[config.mk]
export PLATFORM = sky130hd
export DESIGN_NAME = imm_gen_pipe_flat
export DESIGN_NICKNAME = d
export VERILOG_FILES = /design/src/rtl/imm_gen_pkg.sv /design/src/rtl/imm_gen_pipe_if.sv /design/src/rtl/imm_skid_buf.sv /design/src/rtl/imm_gen_pipe.sv /design/src/flat_wrapper.sv
export SDC_FILE = /design/constraint.sdc
export NUM_CORES = 1
export LEC_CHECK = 0
export BUFFER_PORTS_ARGS = -buffer_cell sky130_fd_sc_hd__buf_2
export CORE_AREA = 2 2 93 95
export CTS_CLUSTER_DIAMETER = 50
export DETAILED_ROUTE_END_ITERATION = 6
export DIE_AREA = 0 0 95 97
export PLACE_DENSITY = 0.76
export SYNTH_ARGS = -nofsm -noshare
export SYNTH_HDL_FRONTEND = slang
export SYNTH_SLANG_ARGS = --single-unit
[constraint.sdc]
create_clock -name clk -period 1.72 [get_ports clk]
set_input_delay 0.086 -clock clk [delete_from_list [all_inputs] [get_ports clk]]
set_output_delay 0.086 -clock clk [all_outputs]
set_load 0.05 [all_outputs]
[src/rtl/imm_gen_pkg.sv]
// Shared types, opcode constants and the combinational immediate decoder
// for the RISC-V decode-stage immediate generator.
package imm_gen_pkg;

    localparam logic [6:0] OPC_LOAD       = 7'b0000011;
    localparam logic [6:0] OPC_OP_IMM     = 7'b0010011;
    localparam logic [6:0] OPC_AUIPC      = 7'b0010111;
    localparam logic [6:0] OPC_OP_IMM_32  = 7'b0011011;
    localparam logic [6:0] OPC_STORE      = 7'b0100011;
    localparam logic [6:0] OPC_OP         = 7'b0110011;
    localparam logic [6:0] OPC_LUI        = 7'b0110111;
    localparam logic [6:0] OPC_BRANCH     = 7'b1100011;
    localparam logic [6:0] OPC_JALR       = 7'b1100111;
    localparam logic [6:0] OPC_JAL        = 7'b1101111;
    localparam logic [6:0] OPC_SYSTEM     = 7'b1110011;

    typedef enum logic [2:0] {
        FMT_R   = 3'd0,
        FMT_I   = 3'd1,
        FMT_S   = 3'd2,
        FMT_B   = 3'd3,
        FMT_U   = 3'd4,
        FMT_J   = 3'd5,
        FMT_SH  = 3'd6,
        FMT_ILL = 3'd7
    } fmt_e;

    typedef enum logic [1:0] {
        SB_EMPTY = 2'd0,
        SB_MAIN  = 2'd1,
        SB_FULL  = 2'd2
    } sb_state_e;

    typedef struct packed {
        fmt_e        fmt;
        logic        illegal;
        logic [63:0] imm;
    } imm_dec_t;

    // Immediates are built at 64 bits; narrower datapaths keep the low bits,
    // which are still a correct sign/zero extension.
    function automatic imm_dec_t imm_decode(input logic [31:0] instr, input int xlen);
        imm_dec_t    r;
        logic [2:0]  f3;
        logic        is_shift;
        logic [63:0] i_imm;
        f3       = instr[14:12];
        is_shift = (f3 == 3'b001) || (f3 == 3'b101);
        i_imm    = {{52{instr[31]}}, instr[31:20]};
        r.fmt     = FMT_ILL;
        r.illegal = 1'b1;
        r.imm     = '0;
        case (instr[6:0])
            OPC_OP_IMM: begin
                if (!is_shift) begin
                    r.fmt = FMT_I; r.illegal = 1'b0; r.imm = i_imm;
                end else if (xlen == 64) begin
                    r.fmt = FMT_SH; r.illegal = 1'b0; r.imm = {58'b0, instr[25:20]};
                end else if (!instr[25]) begin
                    r.fmt = FMT_SH; r.illegal = 1'b0; r.imm = {59'b0, instr[24:20]};
                end
            end
            OPC_OP_IMM_32: begin
                // Word shifts only ever take a 5-bit shamt, so instr[25] is reserved.
                if (xlen == 64 && !is_shift) begin
                    r.fmt = FMT_I; r.illegal = 1'b0; r.imm = i_imm;
                end else if (xlen == 64 && !instr[25]) begin
                    r.fmt = FMT_SH; r.illegal = 1'b0; r.imm = {59'b0, instr[24:20]};
                end
            end
            OPC_LOAD, OPC_JALR, OPC_SYSTEM: begin
                r.fmt = FMT_I; r.illegal = 1'b0; r.imm = i_imm;
            end
            OPC_STORE: begin
                r.fmt = FMT_S; r.illegal = 1'b0;
                r.imm = {{52{instr[31]}}, instr[31:25], instr[11:7]};
            end
            OPC_BRANCH: begin
                r.fmt = FMT_B; r.illegal = 1'b0;
                r.imm = {{51{instr[31]}}, instr[31], instr[7], instr[30:25], instr[11:8], 1'b0};
            end
            OPC_LUI, OPC_AUIPC: begin
                r.fmt = FMT_U; r.illegal = 1'b0;
                r.imm = {{32{instr[31]}}, instr[31:12], 12'b0};
            end
            OPC_JAL: begin
                r.fmt = FMT_J; r.illegal = 1'b0;
                r.imm = {{43{instr[31]}}, instr[31], instr[19:12], instr[20], instr[30:21], 1'b0};
            end
            OPC_OP: begin
                r.fmt = FMT_R; r.illegal = 1'b0;
            end
            default: ;
        endcase
        return r;
    endfunction

endpackage

[src/rtl/imm_gen_pipe_if.sv]
// Upstream instruction handshake and downstream immediate handshake of imm_gen_pipe.
interface imm_gen_pipe_if
    import imm_gen_pkg::*;
#(
    parameter int XLEN  = 32,
    parameter int TAG_W = 5
);
    logic             in_valid;
    logic             in_ready;
    logic [31:0]      in_instr;
    logic [TAG_W-1:0] in_tag;
    logic             out_valid;
    logic             out_ready;
    logic [XLEN-1:0]  out_imm;
    fmt_e             out_fmt;
    logic             out_illegal;
    logic [TAG_W-1:0] out_tag;

    modport master (
        output in_valid, in_instr, in_tag, out_ready,
        input  in_ready, out_valid, out_imm, out_fmt, out_illegal, out_tag
    );

    modport slave (
        input  in_valid, in_instr, in_tag, out_ready,
        output in_ready, out_valid, out_imm, out_fmt, out_illegal, out_tag
    );
endinterface

[src/rtl/imm_skid_buf.sv]
// Two-entry valid/ready buffer (main + skid) whose in_ready comes straight from a flop.
//  state    | meaning
//  SB_EMPTY | nothing held, out_valid low
//  SB_MAIN  | main entry presented downstream, skid free
//  SB_FULL  | main presented, skid holds the next entry, upstream stalled
module imm_skid_buf
    import imm_gen_pkg::*;
#(
    parameter int W = 8
) (
    input  logic         clk,
    input  logic         rst,
    input  logic         in_valid,
    output logic         in_ready,
    input  logic [W-1:0] in_data,
    output logic         out_valid,
    input  logic         out_ready,
    output logic [W-1:0] out_data
);
    sb_state_e    state, state_nxt;
    logic         in_ready_q;
    logic [W-1:0] main_q, skid_q;
    logic         acc, drain;
    logic         load_main, load_skid, main_from_skid;

    assign acc       = in_valid && in_ready_q;
    assign drain     = (state != SB_EMPTY) && out_ready;
    assign in_ready  = in_ready_q;
    assign out_valid = (state != SB_EMPTY);
    assign out_data  = main_q;

    always_ff @(posedge clk) begin
        if (rst) begin
            state      <= SB_EMPTY;
            in_ready_q <= 1'b1;
        end else begin
            state      <= state_nxt;
            in_ready_q <= (state_nxt != SB_FULL);
        end
    end

    always_comb begin
        state_nxt = state;
        case (state)
            SB_EMPTY: if (acc) state_nxt = SB_MAIN;
            SB_MAIN: begin
                if (acc && !drain)      state_nxt = SB_FULL;
                else if (!acc && drain) state_nxt = SB_EMPTY;
            end
            SB_FULL:  if (drain) state_nxt = SB_MAIN;
            default:  state_nxt = SB_EMPTY;
        endcase
    end

    always_comb begin
        load_main      = acc && ((state == SB_EMPTY) || (state == SB_MAIN && drain));
        load_skid      = acc && (state == SB_MAIN) && !drain;
        main_from_skid = (state == SB_FULL) && drain;
    end

    always_ff @(posedge clk) begin
        if (rst) begin
            main_q <= '0;
            skid_q <= '0;
        end else begin
            if (main_from_skid)  main_q <= skid_q;
            else if (load_main)  main_q <= in_data;
            if (load_skid)       skid_q <= in_data;
        end
    end

endmodule

[src/rtl/imm_gen_pipe.sv]
// Decode-stage immediate generator: combinational decode, registered through a
// 2-entry skid buffer, plus a saturating count of illegal instructions handed off.
module imm_gen_pipe
    import imm_gen_pkg::*;
#(
    parameter int XLEN  = 32,
    parameter int TAG_W = 5,
    parameter int CNT_W = 8
) (
    input  logic             clk,
    input  logic             rst,
    imm_gen_pipe_if.slave    bus,
    output logic [CNT_W-1:0] err_cnt
);
    localparam int PW = 3 + 1 + XLEN + TAG_W;

    imm_dec_t      dec;
    logic [PW-1:0] in_pl, out_pl;
    logic          dec_unused;

    always_comb dec = imm_decode(bus.in_instr, XLEN);

    assign dec_unused = ^dec.imm;
    assign in_pl = {dec.fmt, dec.illegal, dec.imm[XLEN-1:0], bus.in_tag};

    imm_skid_buf #(.W(PW)) u_skid (
        .clk       (clk),
        .rst       (rst),
        .in_valid  (bus.in_valid),
        .in_ready  (bus.in_ready),
        .in_data   (in_pl),
        .out_valid (bus.out_valid),
        .out_ready (bus.out_ready),
        .out_data  (out_pl)
    );

    assign bus.out_tag     = out_pl[TAG_W-1:0];
    assign bus.out_imm     = out_pl[TAG_W+XLEN-1:TAG_W];
    assign bus.out_illegal = out_pl[TAG_W+XLEN];
    assign bus.out_fmt     = fmt_e'(out_pl[PW-1:PW-3]);

    always_ff @(posedge clk) begin
        if (rst)
            err_cnt <= '0;
        else if (bus.out_valid && bus.out_ready && bus.out_illegal && (err_cnt != '1))
            err_cnt <= err_cnt + 1'b1;
    end

endmodule

[src/flat_wrapper.sv]
// flat-port wrapper written by rule: the top's interface ports become plain ports
module imm_gen_pipe_flat import imm_gen_pkg::*;
#(
    parameter int XLEN  = 32,
    parameter int TAG_W = 5,
    parameter int CNT_W = 8
)
  (clk, rst, err_cnt, bus_in_valid, bus_in_instr, bus_in_tag, bus_out_ready, bus_in_ready, bus_out_valid, bus_out_imm, bus_out_fmt, bus_out_illegal, bus_out_tag);
  imm_gen_pipe_if #(.XLEN(XLEN), .TAG_W(TAG_W)) bus_i ();
  input  logic clk;
  input  logic rst;
  output logic [CNT_W-1:0] err_cnt;
  input wire logic [$bits(bus_i.in_valid)-1:0] bus_in_valid;
  input wire logic [$bits(bus_i.in_instr)-1:0] bus_in_instr;
  input wire logic [$bits(bus_i.in_tag)-1:0] bus_in_tag;
  input wire logic [$bits(bus_i.out_ready)-1:0] bus_out_ready;
  output wire logic [$bits(bus_i.in_ready)-1:0] bus_in_ready;
  output wire logic [$bits(bus_i.out_valid)-1:0] bus_out_valid;
  output wire logic [$bits(bus_i.out_imm)-1:0] bus_out_imm;
  output wire logic [$bits(bus_i.out_fmt)-1:0] bus_out_fmt;
  output wire logic [$bits(bus_i.out_illegal)-1:0] bus_out_illegal;
  output wire logic [$bits(bus_i.out_tag)-1:0] bus_out_tag;
  assign bus_i.in_valid = bus_in_valid;
  assign bus_i.in_instr = bus_in_instr;
  assign bus_i.in_tag = bus_in_tag;
  assign bus_i.out_ready = bus_out_ready;
  assign bus_in_ready = bus_i.in_ready;
  assign bus_out_valid = bus_i.out_valid;
  assign bus_out_imm = bus_i.out_imm;
  assign bus_out_fmt = bus_i.out_fmt;
  assign bus_out_illegal = bus_i.out_illegal;
  assign bus_out_tag = bus_i.out_tag;
  imm_gen_pipe #(.XLEN(XLEN), .TAG_W(TAG_W), .CNT_W(CNT_W)) u_core (.clk(clk), .rst(rst), .bus(bus_i), .err_cnt(err_cnt));
endmodule
==> results.md, run 1 <==
- Status: finished clean
- Top cell type's share of synthesized area: 44.4%
- CTS tree: built
- Flop pwr share: 50.3%
- Final-report max-slew violation count: 0
- Yosys reg bits: a little over 90
- Origin of the critical flop-to-flop path: u_core.u_skid.in_ready
- Synth top area cells: dfxtp_1 (44%), o21ai_0 (6.6%), a21oi_1 (6.3%), nand2_1 (5.3%), a211oi_1 (5.0%)
- H-tree levels: 3
- First-pass GRT wire length: 18.7 mm
- DR DRC count: 0
- Die X: 95 um
- Cells after Synth: a little under 500
- Dpl ws: 0.0442 ns
- Final min period: approximately 1.6 ns
- Initial DRC count: 276
- Final Cycle Share: approximately 94%
- Total track usage: roughly 25%
- WL final: 11.4 mm
- Clock latency on the worst-skew pair: about 0.36 ns
- Initial antenna violation count: 0
- CP Launch Type: flop
- WL per Instance: around 16 um
- Post-synth EDFFs: 0
- Area Overhead vs Synth: 24.2%
- Vias in the first global route: between 3,000 and 4,000
- Sink Count: between 90 and 100
- Post-DP HPWL: between 7 and 8 mm
- Hold Fails Final Rpt: 0
- Die Ht: between 90 and 100 um
- Setup TNS: 0 ns
- Clock-pin slew on the worst setup and hold paths: ~0.090 ns
- Cell with the most instances after synthesis: dfxtp_1
- Seq/Total Area, Yosys: 44.4%
- Yosys cell types: 63
- Largest net degree at the start of global routing: 58
- Detail Route Antenna Nets: 0
- Arrival time worst endpoint: roughly 1.9 ns
- Critical path fanouts, max: 6
- CP endpoint kind: flop
- Clock power frac: between 20 and 30%
- CTS buffer count: 9
- Clock root buffer: clkbuf_8
- Syn nets: between 500 and 600
- Postcts setup bufs: 0
- Core ar.: just over 8000 um2
- Hold Path Class: in -> reg
- Fmax: a little over 600 MHz
- Asr flop ratio synth: 0%
- Max clock buf depth: 2
- Cell-internal power: between 3 and 4 mW
- Worst slew pin tran: 0.644 ns
- Hold Path Origin: bus_in_instr[13]
- Total grt overflow: 0
- PD cells: a little under 900 nW/um2
- Leakage: approximately 2.1 nW
- DR pass1 iterations: 5
- Post-synth top cells: dfxtp_1 (93), nand2_1 (59), o21ai_0 (55)
- Avg Vias per Cell: ~5.8
- Area leader, netlist: dfxtp_1
- # rows: 33
- Power Total: ~4.6 mW
- DIE AREA: 9220 um2
- Slew HR: a little under three fifths
- Via Count: approximately 4,100
- I/O Buffers: between 90 and 100
- Psw: roughly 1.4 mW
- Fin worst setup slack: 0.109 ns
- WP data required: approximately 2 ns
- Final antenna diode count: 0
- Setup Viol. Count Final: 0
- Ports: between 90 and 100
- Synth Flop Type: dfxtp_1
- Synth warn: 0
- Skew final: 0.0182 ns
- Comb power frac: slightly above 20%
- WS Path Type: reg -> reg
- VDD IR-drop max: ~0.00052 V
- GPL Wtd Cong: approximately 0.86
- Worst setup path startpoint: u_core.u_skid.in_ready
- Share of cells above drive strength 1: a little over a quarter
- Nets@finish: between 600 and 700
- Initial Util: around half
- Syn_area_per_cell: roughly 8.5 um2
- MaxCap Viol Count: 0
- Sw frac: a little under a third
- RSZ-0062 raised after global routing: no
- Synth Cell Area: 4190 um2
- Fillers: between 600 and 700
[sequential cells by signal, summed over array words and instances (netlist names)]
name and cells:
u_core.u_skid.in_ready 1, u_core.u_skid.skid_q 41, u_core.err_cnt 8, u_core.u_skid.state 2, u_core.u_skid.out_data 41
[metrics by stage]
step / util (%) / std cells / hold slack [ns] / instance area [um2]
floorplan: - / 495 / 0.212 / 4190
global placement: 59.6 / 679 / 0.343 / 4850
detailed placement: 59.6 / 679 / 0.346 / 4850
CTS: 63.9 / 711 / 0.00156 / 5190
global route: 64.0 / 711 / 0.0121 / 5200
finish: 64.0 / 711 / 0.0101 / 5200
[power by group through the flow]
stage | Clock (mW) | Sequential [mW] | Combinational (mW)
after detailed placement | 0 | 2.37 | 0.897
after global routing | 1.47 | 2.34 | 1.00
final | 1.36 | 2.32 | 0.933
after floorplan | 0 | 2.62 | 0.374
after global placement | 0 | 2.37 | 0.885
after CTS | 1.39 | 2.32 | 0.926
[placed cells by master, fill, tap and decap left out, types with 2 or more instances in the layout]
| cell | instances |
|---|---|
| nand2b_1 | 4 |
| buf_4 | 21 |
| o22ai_1 | 3 |
| nor3b_1 | 2 |
| nor3_4 | 2 |
| dlygate4sd3_1 | 16 |
| a311oi_1 | 5 |
| or3_1 | 2 |
| buf_12 | 4 |
| nand2_1 | 58 |
| nor2b_1 | 2 |
| or2_2 | 2 |
| nor2_2 | 2 |
| dfxtp_1 | 90 |
| inv_1 | 6 |
| or2_1 | 3 |
| a21oi_1 | 53 |
| clkbuf_8 | 11 |
| a211oi_2 | 6 |
| a22o_1 | 6 |
| o21ai_0 | 55 |
| nand3_1 | 11 |
| xnor2_1 | 5 |
| mux2i_1 | 8 |
| and2_1 | 2 |
| nor3_1 | 30 |
| buf_2 | 91 |
| a22oi_1 | 3 |
| a211oi_1 | 28 |
| or3_4 | 2 |
| nor2_1 | 33 |
| dfxtp_2 | 3 |
[routing by layer]
| metal | GRT usage, % | routed length [um] |
|---|---|---|
| met1 | 33.8 | 5200 |
| met2 | 40.5 | 5360 |
| met3 | 4.75 | 703 |
| met4 | 8.14 | 170 |
| met5 | 0 | 0 |
[logic make-up after synthesis]
| family | synth area share, % |
|---|---|
| adders and majority gates | 0.299 |
| DFF | 44.4 |
| xor gates and xnor gates | 1.25 |
| buffers and inverters | 4.63 |
| and+or+nand+nor | 19.4 |
| muxes | 1.91 |
| AOI/OAI and AO/OA | 28.0 |
[critical path, cell delays in order (launching register included)]
cell and delay, ns:
dfxtp_2 0.34, nand2_1 0.14, nor2_1 0.21, nand2_2 0.15
buf_4 0.20, a211oi_4 0.32, a22o_1 0.19
[area by class of cell]
| type | instances | area, um2 | area share [%] |
|---|---|---|---|
| Clock inverter | 4 | 30.0 | 0.577 |
| Inverter | 6 | 22.5 | 0.433 |
| Tap cell | 105 | 131 | 2.53 |
| Sequential cell | 93 | 1870 | 35.9 |
| Multi-Input combinational cell | 359 | 2140 | 41.2 |
| Timing Repair Buffer | 132 | 853 | 16.4 |
| Clock buffer | 12 | 155 | 2.98 |
[final timing paths]
| check | to | slack (ns) | cells after the start |
|---|---|---|---|
| worst max-delay path | u_core.u_skid.skid_q[11] | 0.11 | 6 |
| worst max register to register | u_core.u_skid.skid_q[11] | 0.11 | 6 |
| worst min register to register | u_core.u_skid.skid_q[0] | 0.46 | 2 |
| worst min-delay path | u_core.u_skid.skid_q[18] | 0.01 | 3 |
[what timing repair did]
item                                    CTS  global route
endpoints found under the hold margin    26             0
resized for setup                         0             2
hold buffers                             16             0
endpoints found under the setup margin    0            16
Note: power is estimated with default switching activity, not from simulation.
==> run 2, diff against run 1 <==
--- a/config.mk
+++ b/config.mk
@@ -11,6 +11,7 @@
 export DETAILED_ROUTE_END_ITERATION = 6
 export DIE_AREA = 0 0 95 97
 export PLACE_DENSITY = 0.76
+export REMOVE_ABC_BUFFERS = 1
 export SYNTH_ARGS = -nofsm -noshare
 export SYNTH_HDL_FRONTEND = slang
 export SYNTH_SLANG_ARGS = --single-unit
==> run 2 against run 1 <==
Net effect: core utilization grew 0.45 points; highest routed layer unchanged; critical path depth down 1; flip-flop and latch count unchanged; via count barely moved; power is 7.2% higher; largest power group unchanged; non-clock buffer count down 2; critical path type unchanged.
==> results.md, run 2 (same netlist as run 1, synthesis figures left out) <==
- Area Overhead vs Synth: 25.0% (was 24.2%)
- Status: finished clean (unchanged)
- Total grt overflow: 0 (unchanged)
- Slowest stage delay, CP: 0.49 ns (was 0.34 ns)
- Crit path depth: 5 (was 6)
- First-pass GRT wire length: 18.9 mm (was 18.7 mm)
- Fin util: 64.4% (was 64.0%)
- Final Cycle Share: 94.4% (was 93.6%)
- Total track usage: 25.5% (was 25.2%)
- Die X: 95 um (unchanged)
- Placed insts: 677 (was 679)
- Postcts setup bufs: 0 (unchanged)
- Worst slew pin tran: 0.473 ns (was 0.644 ns)
- Initial Util: 51.5% (unchanged)
- Worst R2R Setup Slack: 0.1 ns (was 0.11 ns)
- GPL Wtd Cong: 0.942 (was 0.855)
- MaxCap Viol Count: 0 (unchanged)
- Slew HR: 68.2% (was 56.0%)
- Max clock buf depth: 2 (unchanged)
- CP Cell Sequence: nor2b_2 -> or3_1 -> a211oi_1 -> buf_4 -> a211oi_1 (was nand2_1 -> nor2_1 -> nand2_2 -> buf_4 -> a211oi_4 -> a22o_1)
- Arrival time worst endpoint: 1.86 ns (was 1.91 ns)
- CTS buffer count: 9 (unchanged)
- Final-report max-slew violation count: 0 (unchanged)
- WS Path Type: reg -> reg (unchanged)
- Nets@finish: 641 (was 643)
- Hold worst-path end: u_core.u_skid.skid_q[27] (was u_core.u_skid.skid_q[18])
- Area of the multi-input gates: 2150 um2 (was 2140 um2)
- VDD IR-drop max: 0.000475 V (was 0.000525 V)
- Die Ht: 97 um (unchanged)
- Share of cells above drive strength 1: 25.7% (was 26.7%)
- R2R cell count: 5 (was 6)
- Origin of the critical flop-to-flop path: u_core.u_skid.state[0] (was u_core.u_skid.in_ready)
- Fillers: 698 (was 681)
- # rows: 33 (unchanged)
- Detail Route Antenna Nets: 0 (unchanged)
- Largest net degree at the start of global routing: 58 (unchanged)
- Hold Fails Final Rpt: 0 (unchanged)
- Fmax: 616 MHz (was 621 MHz)
- DR DRC count: 0 (unchanged)
- Initial antenna violation count: 0 (unchanged)
- Clock latency on the worst-skew pair: 0.35 ns (was 0.36 ns)
- Commonest non-fill, non-tap cell in the layout: dfxtp_1 (was buf_2)
- Non-filler cells, final: 708 (was 711)
- Clock-pin slew on the worst setup and hold paths: 0.09 ns (about the same)
- Register area: 1860 um2 (was 1870 um2)
- Hold Crit Depth: 3 (unchanged)
- Post-DP HPWL: 7.98 mm (was 7.96 mm)
- WL final: 11.6 mm (was 11.4 mm)
- WP buf/inv: 1 (unchanged)
- CTS tree: built (unchanged)
- Hold Path Origin: bus_in_instr[22] (was bus_in_instr[13])
- Initial DRC count: 216 (was 276)
- Sink Count: 93 (unchanged)
- Clock root buffer: clkbuf_8 (unchanged)
- Reg-to-reg critical path endpoint: u_core.u_skid.out_data[26] (was u_core.u_skid.skid_q[11])
- Via Count: 4,133 (was 4,132)
- Worst path slowest cell: or3_1 (was dfxtp_2)
- DR pass1 iterations: 5 (unchanged)
- Final min period: 1.62 ns (was 1.61 ns)
- Leakage: 2.13 nW (about the same)
- Core ar.: 8130 um2 (unchanged)
- H-tree levels: 3 (unchanged)
- WL per Instance: 16.4 um (was 16.1 um)
- Critical path fanouts, max: 11 (was 6)
- Skew final: 0.00708 ns (was 0.0182 ns)
- I/O Buffers: 91 (unchanged)
- CP endpoint kind: flop (unchanged)
- Final antenna diode count: 0 (unchanged)
- Crit path max-delay family: simple AND/OR/NAND/NOR gates (was compound AO/OA/AOI/OAI gates)
- Hold Path Class: in -> reg (unchanged)
- PD cells: 945 nW/um2 (was 887 nW/um2)
- CP most frequent cell: a211oi_1
- WP data required: 1.95 ns (was 2.02 ns)
- Power Total: 4.95 mW (was 4.62 mW)
- Vias in the first global route: 3,872 (was 3,955)
- Setup Viol. Count Final: 0 (unchanged)
- Most frequent cells in the layout: dfxtp_1 (93), buf_2 (91), nand2_1 (58) (was buf_2 (91), dfxtp_1 (90), nand2_1 (58))
- Ports: 92 (unchanged)
- DIE AREA: 9220 um2 (unchanged)
- CP Launch Type: flop (unchanged)
- Avg Vias per Cell: 5.84 (was 5.81)
==> run 2: report_power, final <==
group          switching [mW]  internal, mW  total [mW]
Sequential             0.0637          2.26        2.33
Combinational           0.636         0.303       0.939
Clock                   0.724         0.960        1.68
Total                    1.42          3.53        4.95
==> run 2: worst reg2reg max path: stages (launching register included) <==
cell and delay, ns:
dfxtp_1 0.32, nor2b_2 0.17, or3_1 0.49, a211oi_1 0.21, buf_4 0.22, a211oi_1 0.10
==> run 2: worst max path at each step <==
stage                      startpoint                    endpoint
5_1_grt        u_core.u_skid.in_ready    u_core.u_skid.skid_q[19]
3_3_place_gp          bus_in_instr[6]    u_core.u_skid.skid_q[36]
6_report       u_core.u_skid.state[0]  u_core.u_skid.out_data[26]
3_5_place_dp   u_core.u_skid.in_ready    u_core.u_skid.skid_q[19]
4_1_cts        u_core.u_skid.in_ready    u_core.u_skid.skid_q[19]
2_1_floorplan  u_core.u_skid.in_ready    u_core.u_skid.skid_q[10]
==> run 2: what timing repair did <==
| action | in CTS | in global routing |
|---|---|---|
| hold buffers | 16 | 0 |
| endpoints found under the hold margin | 23 | 0 |
| gates resized for setup | 0 | 4 |
| setup endpoints to repair | 0 | 32 |
==> run 2: per-stage QoR <==
step	cell area (um2)	setup TNS [ns]	setup WS, ns	hold slack (ns)
final	5240	0	0.0963	0.0167
after global routing	5240	-0.0107	-0.0107	0.00865
after CTS	5220	0	0.0792	0.00487
after detailed placement	4830	0	0.100	0.339
after global placement	4830	0	0.113	0.334
after floorplan	4020	-50.63	-0.854	0.155
==> run 2: area by class of cell <==
type,count,share of cell area (%)
flip-flops and latches,93,35.5
multi-input cells,359,41.1
well taps,105,2.51
clock buffers,11,2.51
inverters,6,0.430
repair buffers,130,16.1
clock inverters,4,1.86
==> run 2: layer usage <==
layer	wire length [um]	GRT usage, %	share of wire, %
met1	5160	34.5	44
met2	5640	41.6	49
met3	622	4.05	5.4
met4	188	8.03	1.6
met5	0	0	0
